==> config.mk <==
export PLATFORM = sky130hd
export DESIGN_NAME = operation_arbiter_rr
export DESIGN_NICKNAME = d
export VERILOG_FILES = /design/src/rtl/operation_pkg.sv /design/src/rtl/rr_pick.sv /design/src/rtl/operation_arbiter_rr.sv
export SDC_FILE = /design/constraint.sdc
export NUM_CORES = 1
export LEC_CHECK = 0
export BUFFER_PORTS_ARGS = -buffer_cell sky130_fd_sc_hd__buf_2
export CAP_MARGIN = 20
export CORE_MARGIN = 1
export CORE_UTILIZATION = 43
export CTS_BUF_LIST = sky130_fd_sc_hd__clkbuf_8
export DETAILED_ROUTE_END_ITERATION = 10
export GPL_TIMING_DRIVEN = 0
export PLACE_DENSITY = 0.83
export SETUP_SLACK_MARGIN = 0.5
export SYNTH_ARGS = -nofsm -noshare
export SYNTH_HDL_FRONTEND = slang
export SYNTH_SLANG_ARGS = --single-unit
==> constraint.sdc <==
create_clock -name CLK -period 2.02 [get_ports CLK]
set_input_delay 0.202 -clock CLK [delete_from_list [all_inputs] [get_ports CLK]]
set_output_delay 0.202 -clock CLK [all_outputs]
set_load 0.005 [all_outputs]
==> src/rtl/operation_pkg.sv <==
// Shared types and defaults for the round-robin operation arbiter.
package operation_pkg;

    typedef enum logic [1:0] {
        IDLE      = 2'd0,
        WAIT_LOW  = 2'd1,
        WAIT_HIGH = 2'd2,
        REL       = 2'd3
    } op_state_t;

    localparam int BW_DEF  = 16;
    localparam int TMO_DEF = 15;

endpackage

==> src/rtl/rr_pick.sv <==
// Combinational round-robin picker: first set request after ptr, with wrap.
module rr_pick #(
    parameter int NREQ = 4,
    parameter int PW   = 2
) (
    input  logic [NREQ-1:0] req,
    input  logic [PW-1:0]   ptr,
    output logic [PW-1:0]   gnt,
    output logic            vld
);

    int          off_idx;
    logic [PW-1:0] cand;

    // Scan from the farthest offset down so the nearest one after ptr wins last.
    always_comb begin
        gnt     = '0;
        vld     = 1'b0;
        off_idx = 0;
        cand    = '0;
        for (int i = NREQ; i >= 1; i--) begin
            off_idx = (int'(ptr) + i) % NREQ;
            cand    = PW'(off_idx);
            if (req[cand]) begin
                gnt = cand;
                vld = 1'b1;
            end
        end
    end

endmodule

==> src/rtl/operation_arbiter_rr.sv <==
// Round-robin arbiter/sequencer sharing one ST/RD operation unit among NREQ requesters.
// Optional watchdog: define OPERATION_ARBITER_TIMEOUT_EN.
//
// state     | meaning
// IDLE      | no job; sample REQ and grant next requester
// WAIT_LOW  | OP_ST high, waiting for the unit to drop OP_RD
// WAIT_HIGH | waiting for OP_RD to return high (result ready)
// REL       | DONE strobe cycle, OP_ST held low before next grant
module operation_arbiter_rr
    import operation_pkg::*;
#(
    parameter int BW   = BW_DEF,
    parameter int NREQ = 4,
    parameter int TMO  = TMO_DEF
) (
    input  logic              CLK,
    input  logic              RST,
    input  logic [NREQ-1:0]   REQ,
    input  logic [NREQ*BW-1:0] A_IN0,
    input  logic [NREQ*BW-1:0] A_IN1,
    output logic [NREQ-1:0]   DONE,
    output logic [BW-1:0]     RESULT,
    output logic              BUSY,
    output logic              ERR,
    output logic              OP_ST,
    output logic [BW-1:0]     OP_IN0,
    output logic [BW-1:0]     OP_IN1,
    input  logic              OP_RD,
    input  logic [BW-1:0]     OP_RES
);

    localparam int PW = $clog2(NREQ);

    op_state_t     state, state_nxt;
    logic [PW-1:0] ptr, ptr_nxt, grant, grant_nxt;
    logic [PW-1:0] pick_gnt;
    logic          pick_vld;
    logic          tmo_hit;

    logic [NREQ-1:0] done_nxt;
    logic [BW-1:0]   result_nxt, op_in0_nxt, op_in1_nxt;
    logic            busy_nxt, err_nxt, op_st_nxt;

    rr_pick #(.NREQ(NREQ), .PW(PW)) u_pick (
        .req (REQ),
        .ptr (ptr),
        .gnt (pick_gnt),
        .vld (pick_vld)
    );

`ifdef OPERATION_ARBITER_TIMEOUT_EN
    localparam int CW = $clog2(TMO + 1);
    logic [CW-1:0] tmo_cnt;

    // Down-counter reloaded on every state change; zero while waiting means no progress for TMO cycles.
    always_ff @(posedge CLK) begin
        if (RST || (state_nxt != state))
            tmo_cnt <= CW'(TMO - 1);
        else if (tmo_cnt != '0)
            tmo_cnt <= tmo_cnt - 1'b1;
    end

    assign tmo_hit = ((state == WAIT_LOW) || (state == WAIT_HIGH)) && (tmo_cnt == '0);
`else
    logic unused_tmo;
    assign unused_tmo = (TMO > 0);
    assign tmo_hit    = 1'b0;
`endif

    always_ff @(posedge CLK) begin
        if (RST) begin
            state  <= IDLE;
            ptr    <= PW'(NREQ - 1);
            grant  <= '0;
            DONE   <= '0;
            RESULT <= '0;
            BUSY   <= 1'b0;
            ERR    <= 1'b0;
            OP_ST  <= 1'b0;
            OP_IN0 <= '0;
            OP_IN1 <= '0;
        end else begin
            state  <= state_nxt;
            ptr    <= ptr_nxt;
            grant  <= grant_nxt;
            DONE   <= done_nxt;
            RESULT <= result_nxt;
            BUSY   <= busy_nxt;
            ERR    <= err_nxt;
            OP_ST  <= op_st_nxt;
            OP_IN0 <= op_in0_nxt;
            OP_IN1 <= op_in1_nxt;
        end
    end

    always_comb begin
        state_nxt = state;
        case (state)
            IDLE:      if (pick_vld) state_nxt = WAIT_LOW;
            WAIT_LOW:  if (!OP_RD) state_nxt = WAIT_HIGH;
                       else if (tmo_hit) state_nxt = REL;
            WAIT_HIGH: if (OP_RD || tmo_hit) state_nxt = REL;
            REL:       state_nxt = IDLE;
            default:   state_nxt = IDLE;
        endcase
    end

    always_comb begin
        done_nxt   = '0;
        err_nxt    = 1'b0;
        result_nxt = RESULT;
        op_st_nxt  = OP_ST;
        op_in0_nxt = OP_IN0;
        op_in1_nxt = OP_IN1;
        ptr_nxt    = ptr;
        grant_nxt  = grant;
        busy_nxt   = (state_nxt != IDLE);
        case (state)
            IDLE: begin
                if (pick_vld) begin
                    grant_nxt  = pick_gnt;
                    ptr_nxt    = pick_gnt;
                    op_in0_nxt = A_IN0[int'(pick_gnt)*BW +: BW];
                    op_in1_nxt = A_IN1[int'(pick_gnt)*BW +: BW];
                    op_st_nxt  = 1'b1;
                end
            end
            WAIT_LOW: begin
                if (OP_RD && tmo_hit) begin
                    done_nxt[grant] = 1'b1;
                    err_nxt         = 1'b1;
                    op_st_nxt       = 1'b0;
                end
            end
            WAIT_HIGH: begin
                if (OP_RD) begin
                    result_nxt      = OP_RES;
                    done_nxt[grant] = 1'b1;
                    op_st_nxt       = 1'b0;
                end else if (tmo_hit) begin
                    done_nxt[grant] = 1'b1;
                    err_nxt         = 1'b1;
                    op_st_nxt       = 1'b0;
                end
            end
            default: ;
        endcase
    end

endmodule

==> out/results.md, run 1 <==
| Item | Reported |
|---|---|
| Post-DRT Antenna Nets | 0 |
| Fraction of layout instances using a drive strength above 1 | 0.5185 |
| Number of distinct library cells after synthesis | 36 |
| I/O Pins | 206 |
| Leading post-synthesis cells by cell area | dfxtp_1 40%, mux2i_1 23%, o221ai_1 8.8%, nand2_1 8.0%, a21oi_1 3.4% |
| Synthesized area | 2972 sq um |
| DR vias | 3165 |
| Clock insertion delay at the later pin of the skew report | 320 ps |
| Area growth from synthesis to layout | 55.71% |
| Hold Startpoint | OP_RES[2] |
| Cells along the critical path | a21oi_2, a31oi_1, a21oi_2, buf_6, buf_4, clkbuf_16, mux2i_1, o221ai_1 |
| Global-route wire length before repair | 14.25 mm |
| Worst path most repeated cell | a21oi_2 |
| Aggregate negative setup slack | 0 ps |
| Startpoint of the worst register-to-register path | ptr[1] |
| Maximum level of the CTS H-tree | 3 |
| Dominant synthesized flop cell | dfxtp_1 |
| Buffer and inverter count on the worst path | 3 |
| CP Class | reg -> reg |
| Pwr dens | 832.0 nW/um^2 |
| Remaining DRCs | 0 |
| Time the worst path needs with I/O delays and setup | 1653 ps |
| Cell taking the most area after synthesis | dfxtp_1 |
| Yosys top cell area share | 0.4042 |
| Routed Wire Length | 9.316 mm |
| Total number of yosys warnings | 0 |
| CP max-delay cell | dfxtp_4 |
| Aggregate global-route resource usage | 0.2517 |
| Filler cell count | 523 |
| Highest net fanout along the worst path | 7 |
| Top cells by count, synth | 67 x mux2i_1, 63 x nand2_1, 60 x dfxtp_1, 30 x o221ai_1, 20 x a21oi_1 |
| Overflow left after global routing | 0 |
| Root cell of the clock tree | clkbuf_8 |
| Max frequency | 0.6050 GHz |
| Post-synthesis cell count | 305 |
| Register-to-register setup slack | 370 ps |
| Placeable core region | 6495 sq um |
| Period utilisation layout | 0.8183 |
| Depth of the most critical reg-to-reg path | 8 |
| Crit path arrival time | 1850 ps |
| Slowest stage delay, CP | 370 ps |
| Post-CTS clock slew at the launch and capture registers of the worst setup and hold paths | 70 ps |
| Number of vias per cell | 5.130 |
| Max-cap violations | 0 |
| Avg WL per Cell | 15.10 um |
| Worst min path class | in -> reg |
| Maximum clock path buffer count | 2 |
| Clk sinks | 60 |
| Most frequent cell after synthesis | mux2i_1 |
| VDD IR max | 0.5040 mV |
| Share of flip-flops with an asynchronous set or reset after synthesis | 0 |
| Post-synthesis register bit count | 60 |
| Largest net degree at the start of global routing | 11 |
| Kind of cell with the highest combined delay on the critical path | compound AO/OA/AOI/OAI gates |
| Clock tree from TritonCTS | yes |
| Post-synthesis sequential area ratio | 0.4042 |
| Area of the die | 7247 sq um |
| Horizontal extent of the die | 85.13 um |
| LEAKAGE | 2.285 nW |
| Post-layout util | 0.7124 |
| Average footprint of a synthesized cell | 9.743 sq um |
| Setup repair after global routing missed its margin | true |
| Number of CTS-inserted buffers | 9 |
| Synthesized Nets | 456 |
| I/O Buffers | 204 |
| Startpoint types | flop |
| Hold Fails Final Rpt | 0 |
| Fin nets | 686 |
| Number of slew-limit violations in the final report | 0 |
| Number of cell rows | 29 |
| Setup-violating endpoint count in the final report | 0 |
| Pre-antenna DRT Iters | 4 |
| Starting density of the core | 0.4575 |
| Initial DRC count | 98 |
| Result of the run | finished, final reports clean |
| Max Clock Skew | 6.560 ps |
| Gpl congestion | 0.7342 |
| Initial antenna violation count | 0 |
| Count of flip-flops with a built-in enable after synthesis | 0 |
| Total half-perimeter wirelength after legalization and detailed placement | 7.068 mm |
| Capture point of the worst reg-to-reg path | OP_IN0[3] |
| Die H | 85.13 um |
| Crit path required time | 2220 ps |
| Number of antenna repair diodes | 0 |
| Number of instances on the worst hold path | 3 |
| CP endpoint kind | flop |
| Hold endpoint | RESULT[2] |
| Vias in the first global route | 3111 |
[registers in the layout (all words and copies together) (netlist names)]
signal	flops
state	2
RESULT	16
BUSY	1
OP_IN1	16
ptr	2
OP_IN0	16
grant	2
DONE	4
OP_ST	1
[kinds of logic after synthesis]
group / synth area share
DFF: 0.4042
AOI/OAI and AO/OA: 0.1528
and+or+nand+nor: 0.1516
other: 0.001262
muxes: 0.2257
buffers and inverters: 0.06441
[per-layer routing]
| layer | vias up | track usage | wire length, um |
|---|---|---|---|
| met5 | - | 0 | 0 |
| met4 | 0 | 0.1017 | 177 |
| met3 | 14 | 0.04767 | 619 |
| met2 | 138 | 0.4846 | 4974 |
| met1 | 1443 | 0.2670 | 3544 |
| li1 | 1570 | - | - |
[report_power, final]
group	total [mW]	internal [mW]	switching [mW]	leakage, nW
sequential	1.40	1.32	0.0809	0.492
combinational	1.18	0.663	0.518	1.67
clock	1.27	0.792	0.474	0.120
[final cells by class]
class / count / area, sq um / area share
Clock inverter: 4 / 71.32 / 0.01541
Tap cell: 77 / 96.34 / 0.02082
Multi-Input combinational cell: 220 / 1647 / 0.3559
Timing Repair Buffer: 219 / 1199 / 0.2591
Sequential cell: 60 / 1206 / 0.2607
Clock buffer: 12 / 165.2 / 0.03569
Buffer: 23 / 235.2 / 0.05084
Inverter: 2 / 7.507 / 0.001622
[worst max path at each step]
stage | end | slack, ps | cells past startpoint | startpoint
after floorplan | OP_IN0[10] | 550 | 7 | ptr[1]
final | OP_IN0[3] | 370 | 8 | ptr[1]
after detailed placement | OP_IN0[13] | 220 | 7 | ptr[1]
after CTS | OP_IN1[0] | 380 | 8 | ptr[1]
after global placement | OP_IN1[0] | 320 | 7 | ptr[1]
after global routing | OP_IN0[10] | 270 | 8 | ptr[1]
[layout by cell type (no fill, tap or decap), types with 2 or more instances in the layout]
cell type	instances
nand2_4	2
nor2_1	9
buf_16	2
buf_12	4
buf_8	3
nor2_2	2
mux2i_1	59
a21oi_1	19
inv_1	2
bufinv_16	2
nand2_1	63
buf_6	5
clkbuf_8	12
a31oi_1	2
nand2_2	2
buf_2	205
clkbuf_1	4
o221ai_2	3
mux2i_2	6
buf_4	17
nor4b_1	2
dfxtp_1	58
mux2i_4	2
nand2b_1	3
a21oi_2	2
o221ai_1	30
[tightest hold or removal path: cells and delay by family]
family                 cells  cell delay [ps]
buffers and inverters      1              100
and+or+nand+nor            1               50
AOI/OAI and AO/OA          1               50
[timing repair]
action,4_1_cts,5_1_grt
pin swaps,10,2
setup buffers,10,2
cloned,2,1
gates resized for setup,26,9
hold buffers,0,0
setup endpoints to repair,34,44
endpoints found under the hold margin,0,0
[per-stage QoR]
step | total power, mW | hold slack, ps | area, sq um | setup slack (ps) | cells
after floorplan | 1.993 | 338.0 | 2972 | 548.0 | 305
final | 3.850 | 109.4 | 4627 | 367.1 | 617
after detailed placement | 2.387 | 441.8 | 4089 | 217.4 | 586
after CTS | 3.822 | 95.93 | 4553 | 384.0 | 614
after global routing | 4.039 | 97.62 | 4627 | 273.2 | 617
after global placement | 2.353 | 438.1 | 4089 | 315.6 | 586
No activity file was read; power rests on OpenSTA's default activity.
==> inputs of run 2 (changes only) <==
==> constraint.sdc (replaced) <==
create_clock -name CLK -period 1.7 [get_ports CLK]
set_input_delay 0.17 -clock CLK [delete_from_list [all_inputs] [get_ports CLK]]
set_output_delay 0.17 -clock CLK [all_outputs]
set_load 0.005 [all_outputs]
==> out/results.md, run 2 (synthesized netlist as in run 1, its figures left out) <==
| Item | Reported | Change |
|---|---|---|
| Clk sinks | 60 | unchanged |
| Number of cell rows | 29 | unchanged |
| Root cell of the clock tree | clkbuf_8 | unchanged |
| Hold Fails Final Rpt | 0 | unchanged |
| Commonest non-fill, non-tap cell in the layout | buf_2 | unchanged |
| Number of vias per cell | 5.237 | was 5.130 |
| Vias in the first global route | 3069 | was 3111 |
| Die H | 85.13 um | unchanged |
| VDD IR max | 0.6353 mV | was 0.5040 mV |
| Remaining DRCs | 0 | unchanged |
| Total half-perimeter wirelength after legalization and detailed placement | 7.102 mm | was 7.068 mm |
| Area of the die | 7247 sq um | unchanged |
| Fin nets | 686 | unchanged |
| Worst min path class | in -> reg | unchanged |
| Number of hold-repair buffers added at the cts stage | 0 | unchanged |
| Horizontal extent of the die | 85.13 um | unchanged |
| Register-to-register setup slack | 90 ps | was 370 ps |
| Max Clock Skew | 9.557 ps | was 6.560 ps |
| Crit path required time | 1910 ps | was 2220 ps |
| Pwr dens | 991.5 nW/um^2 | was 832.0 nW/um^2 |
| Result of the run | finished, final reports clean | unchanged |
| Max frequency | 0.6196 GHz | was 0.6050 GHz |
| Capture point of the worst reg-to-reg path | OP_IN1[3] | was OP_IN0[3] |
| DR vias | 3231 | was 3165 |
| Filler cell count | 472 | was 523 |
| I/O Buffers | 204 | unchanged |
| Max-cap violations | 0 | unchanged |
| Period utilisation layout | 0.9494 | was 0.8183 |
| Combined area of the multi-input logic cells | 1694 sq um | was 1647 sq um |
| Post-Layout Inst Area | 4756 sq um | was 4627 sq um |
| Fraction of layout instances using a drive strength above 1 | 0.5426 | was 0.5185 |
| Top Metal Used | met4 | unchanged |
| Crit path arrival time | 1820 ps | was 1850 ps |
| CP Class | reg -> reg | unchanged |
| Startpoint types | flop | unchanged |
| FF/Latch Area | 1214 sq um | was 1206 sq um |
| Area growth from synthesis to layout | 60.04% | was 55.71% |
| LEAKAGE | 2.305 nW | was 2.285 nW |
| Starting density of the core | 0.4575 | unchanged |
| CP endpoint kind | flop | unchanged |
| Aggregate global-route resource usage | 0.2502 | was 0.2517 |
| Setup-violating endpoint count in the final report | 0 | unchanged |
| Startpoint of the worst register-to-register path | ptr[1] | unchanged |
| Met2 wire length | 5.179 mm | was 4.974 mm |
| Wire length on met1 | 3.591 mm | was 3.544 mm |
| Initial DRC count | 58 | was 98 |
| Setup repair after global routing missed its margin | true | unchanged |
| Global-route wire length before repair | 14.03 mm | was 14.25 mm |
| Time the worst path needs with I/O delays and setup | 1614 ps | was 1653 ps |
| Gpl congestion | 0.7506 | was 0.7342 |
| Power Total | 4.715 mW | was 3.850 mW |
| I/O Pins | 206 | unchanged |
| Highest net fanout along the worst path | 6 | was 7 |
| Number of antenna repair diodes | 0 | unchanged |
| Start point of the critical path | ptr[1] | unchanged |
| Number of CTS-inserted buffers | 9 | unchanged |
| Largest registers ranked by flip-flop count | OP_IN0 x16, OP_IN1 x16, RESULT x16 | unchanged |
| Initial antenna violation count | 0 | unchanged |
| Clock insertion delay at the later pin of the skew report | 340 ps | was 320 ps |
| Overflow left after global routing | 0 | unchanged |
| Placeable core region | 6495 sq um | unchanged |
| Routed Wire Length | 9.630 mm | was 9.316 mm |
| Area after detailed placement | 4120 sq um | was 4089 sq um |
| Maximum clock path buffer count | 2 | unchanged |
| Post-DRT Antenna Nets | 0 | unchanged |
| Depth of the most critical reg-to-reg path | 8 | unchanged |
| Maximum level of the CTS H-tree | 3 | unchanged |
| Commonest cells after routing, fill and taps aside | 203 x buf_2, 63 x nand2_1, 56 x dfxtp_1, 55 x mux2i_1, 30 x o221ai_1 | was 205 x buf_2, 63 x nand2_1, 59 x mux2i_1, 58 x dfxtp_1, 30 x o221ai_1 |
| Pre-antenna DRT Iters | 4 | unchanged |
| Clock tree from TritonCTS | yes | unchanged |
| Number of slew-limit violations in the final report | 0 | unchanged |
| Avg WL per Cell | 15.61 um | was 15.10 um |
| Post-CTS clock slew at the launch and capture registers of the worst setup and hold paths | 80 ps | was 70 ps |
| Routed wire length on met3 | 625 um | was 619 um |
| Aggregate negative setup slack | 0 ps | unchanged |
| Largest net degree at the start of global routing | 13 | was 11 |
| Critical path destination | OP_IN1[3] | was OP_IN0[3] |
## run 2: how the worst min path moves through the flow
stage,depth (start not counted),from,to
floorplan,2,OP_RES[0],RESULT[0]
global placement,3,OP_RES[5],RESULT[5]
detailed placement,3,OP_RES[6],RESULT[6]
CTS,3,OP_RES[7],RESULT[7]
global route,3,OP_RES[8],RESULT[8]
finish,3,OP_RES[10],RESULT[10]
## run 2: final cells by class
cell class                 count  area share
buffer                        23     0.05551
clock buffer                   9     0.02605
clock inverter                 7     0.02578
inverter                       2    0.002105
multi-input combinational    220      0.3562
sequential                    60      0.2552
tap                           77     0.02026
timing repair buffer         219      0.2589
## run 2: timing repair
action	4_1_cts	5_1_grt
gates cloned	1	4
pin swaps	4	7
setup buffers	6	4
gates resized for setup	31	33
endpoints found under the setup margin	56	56
## run 2: report_power, final
part	switching [mW]	internal, mW	leakage [nW]
registers	0.105	1.57	0.493
clock network	0.617	0.984	0.116
logic	0.629	0.810	1.70
total	1.35	3.37	2.31
## run 2: through the flow
stage	util	setup WS, ps	std cells	hold WS (ps)
global route	0.7322	15.32	617	58.43
CTS	0.7001	121.9	609	49.39
finish	0.7322	85.99	617	59.33
detailed placement	0.6344	36.68	586	418.5
floorplan	-	244.3	305	306.0
global placement	0.6344	76.58	586	410.2
## run 2: worst max-delay path, cell delays in order (launching register included)
cell and delay [ps]:
dfxtp_4 370, a21oi_2 130, a31oi_1 60, a21oi_2 200, buf_4 160, buf_8 120, buf_6 110, mux2i_2 220
o221ai_1 130
## run 2: routing by layer
layer	up-vias	GRT usage
met5	-	0
met2	144	0.4758
met1	1485	0.2549
met4	0	0.1248
li1	1580	-
met3	22	0.05739
==> inputs of run 3 (changes only) <==
--- a/config.mk
+++ b/config.mk
@@ -13,6 +13,7 @@
 export DETAILED_ROUTE_END_ITERATION = 10
 export GPL_TIMING_DRIVEN = 0
 export PLACE_DENSITY = 0.83
+export REMOVE_ABC_BUFFERS = 1
 export SETUP_SLACK_MARGIN = 0.5
 export SYNTH_ARGS = -nofsm -noshare
 export SYNTH_HDL_FRONTEND = slang
==> out/results.md, run 3 (synthesized netlist as in run 1, its figures left out) <==
| Item | Reported | Change |
|---|---|---|
| Worst min path class | in -> reg | unchanged |
| CP Class | reg -> reg | unchanged |
| Number of vias per cell | 5.370 | was 5.237 |
| VDD IR max | 0.5387 mV | was 0.6353 mV |
| I/O Buffers | 204 | unchanged |
| Horizontal extent of the die | 85.13 um | unchanged |
| Number of standard cells in the layout, taps in and fillers out | 610 | was 617 |
| Worst-Margin Slew | 790.7 ps |  |
| Highest net fanout along the worst path | 11 | was 6 |
| Number of instances on the worst hold path | 3 | unchanged |
| Pwr dens | 951.4 nW/um^2 | was 991.5 nW/um^2 |
| LEAKAGE | 2.429 nW | was 2.305 nW |
| Crit path required time | 1880 ps | was 1910 ps |
| Capture point of the worst reg-to-reg path | grant[1] | was OP_IN1[3] |
| Placed Cells | 565 | was 586 |
| Fraction of layout instances using a drive strength above 1 | 0.5910 | was 0.5426 |
| Post-CTS clock slew at the launch and capture registers of the worst setup and hold paths | 70 ps | was 80 ps |
| Register-to-register setup slack | 20 ps | was 90 ps |
| Clock tree from TritonCTS | yes | unchanged |
| Post-layout util | 0.7563 | was 0.7322 |
| Placeable core region | 6495 sq um | unchanged |
| Time the worst path needs with I/O delays and setup | 1679 ps | was 1614 ps |
| Total half-perimeter wirelength after legalization and detailed placement | 6.245 mm | was 7.102 mm |
| Starting density of the core | 0.4575 | unchanged |
| Pre-antenna DRT Iters | 4 | unchanged |
| Startpoint of the worst register-to-register path | ptr[0] | was ptr[1] |
| Max Clock Skew | 12.59 ps | was 9.557 ps |
| Power Total | 4.673 mW | was 4.715 mW |
| Clock share of power | 0.318 | was 0.339 |
| Vias in the first global route | 3234 | was 3069 |
| DR vias | 3276 | was 3231 |
| Number of hold-repair buffers added at the cts stage | 0 | unchanged |
| CP endpoint kind | flop | unchanged |
| Power share of the sequential group | 0.359 | was 0.355 |
| Commonest cells after routing, fill and taps aside | 203 x buf_2, 58 x mux2i_1, 56 x dfxtp_1, 49 x nand2_1, 28 x o221ai_1 | was 203 x buf_2, 63 x nand2_1, 56 x dfxtp_1, 55 x mux2i_1, 30 x o221ai_1 |
| Number of CTS-inserted buffers | 9 | unchanged |
| Largest registers ranked by flip-flop count | OP_IN0 x16, OP_IN1 x16, RESULT x16 | unchanged |
| Number of cell rows | 29 | unchanged |
| Maximum clock path buffer count | 2 | unchanged |
| Switching power summed over all nets | 1.350 mW | about the same |
| Period utilisation layout | 0.9877 | was 0.9494 |
| Hold Startpoint | OP_RES[8] | was OP_RES[10] |
| Largest net degree at the start of global routing | 33 | was 13 |
| Switching part of the total power | 0.2889 | was 0.2863 |
| Gpl congestion | 0.7402 | was 0.7506 |
| Filler cell count | 434 | was 472 |
| I/O Pins | 206 | unchanged |
| Avg WL per Cell | 17.58 um | was 15.61 um |
| Clock insertion delay at the later pin of the skew report | 330 ps | was 340 ps |
| Clk sinks | 60 | unchanged |
| Initial DRC count | 108 | was 58 |
| Number of antenna repair diodes | 0 | unchanged |
| Global-route wire length before repair | 15.15 mm | was 14.03 mm |
| Setup repair after global routing missed its margin | true | unchanged |
| Post-DRT Antenna Nets | 0 | unchanged |
| Comb pwr share | 0.323 | was 0.305 |
| Fin nets | 679 | was 686 |
| Overflow left after global routing | 0 | unchanged |
| Area of the die | 7247 sq um | unchanged |
| Remaining DRCs | 0 | unchanged |
| Area growth from synthesis to layout | 65.31% | was 60.04% |
| Number of slew-limit violations in the final report | 0 | unchanged |
| Commonest non-fill, non-tap cell in the layout | buf_2 | unchanged |
| Result of the run | finished, final reports clean | unchanged |
| Final worst hold slack | 86.91 ps | was 59.33 ps |
| Hold endpoint | RESULT[8] | was RESULT[10] |
| Maximum level of the CTS H-tree | 3 | unchanged |
| Design internal power | 3.323 mW | was 3.365 mW |
| Aggregate global-route resource usage | 0.2686 | was 0.2502 |
| Initial antenna violation count | 0 | unchanged |
| Routed Wire Length | 10.73 mm | was 9.630 mm |
| Crit path arrival time | 1860 ps | was 1820 ps |
| Max-cap violations | 0 | unchanged |
| Root cell of the clock tree | clkbuf_8 | unchanged |
| Startpoint types | flop | unchanged |
| Max frequency | 0.5956 GHz | was 0.6196 GHz |
| Relative slew slack | 0.4729 |  |
| Die H | 85.13 um | unchanged |
| Depth of the most critical reg-to-reg path | 9 | was 8 |
| Setup-violating endpoint count in the final report | 0 | unchanged |
| Aggregate negative setup slack | 0 ps | unchanged |
| Hold Fails Final Rpt | 0 | unchanged |
run 3: worst max-delay path by stage:
stage | to | from | slack [ps]
2_1_floorplan | OP_IN0[6] | ptr[1] | -2150
3_3_place_gp | OP_IN0[9] | ptr[1] | -2890
3_5_place_dp | OP_IN0[9] | ptr[1] | -700
4_1_cts | OP_IN0[9] | ptr[1] | 80
5_1_grt | OP_IN0[3] | ptr[1] | -30
6_report | grant[1] | ptr[0] | 20
run 3: layer usage:
metal | routed length [um] | vias up | track usage | share of wire
li1 | - | 1572 | - | -
met1 | 4032 | 1541 | 0.2882 | 0.38
met5 | 0 | - | 0 | 0
met2 | 5772 | 146 | 0.5103 | 0.54
met3 | 738 | 17 | 0.07004 | 0.069
met4 | 182 | 0 | 0.08475 | 0.017
run 3: what timing repair did:
item	in CTS	in global routing
resized for setup	25	65
endpoints found under the setup margin	57	58
setup buffers	15	4
cloned	8	2
pin swaps	5	36
run 3: critical path, stage by stage (launching register included):
cell	delay [ps]
dfxtp_2	410
inv_1	80
a31oi_2	200
a21oi_4	110
buf_4	150
buf_6	120
buf_16	140
buf_4	140
a22oi_2	130
nor2_1	60
run 3: power by group through the flow:
stage	combinational [mW]	clock [mW]	sequential [mW]
finish	1.51	1.49	1.68
global route	1.60	1.57	1.69
CTS	1.39	1.50	1.67
detailed placement	1.08	0	1.69
global placement	1.07	0	1.68
floorplan	0.625	0	1.70
run 3: cell type report:
class                      count  area, sq um  share of cell area
tap                           77        96.34             0.01961
inverter                       2        10.01            0.002038
sequential                    60         1211              0.2466
clock buffer                  12        165.2             0.03362
clock inverter                 4        71.32             0.01452
multi-input combinational    226         1972              0.4014
timing repair buffer         229         1386              0.2822
run 3: stage by stage:
step	cell area, sq um	setup slack [ps]
detailed placement	3953	-695.3
finish	4912	20.88
global route	4912	-27.58
CTS	4577	78.31
floorplan	2788	-2150
global placement	3905	-2891
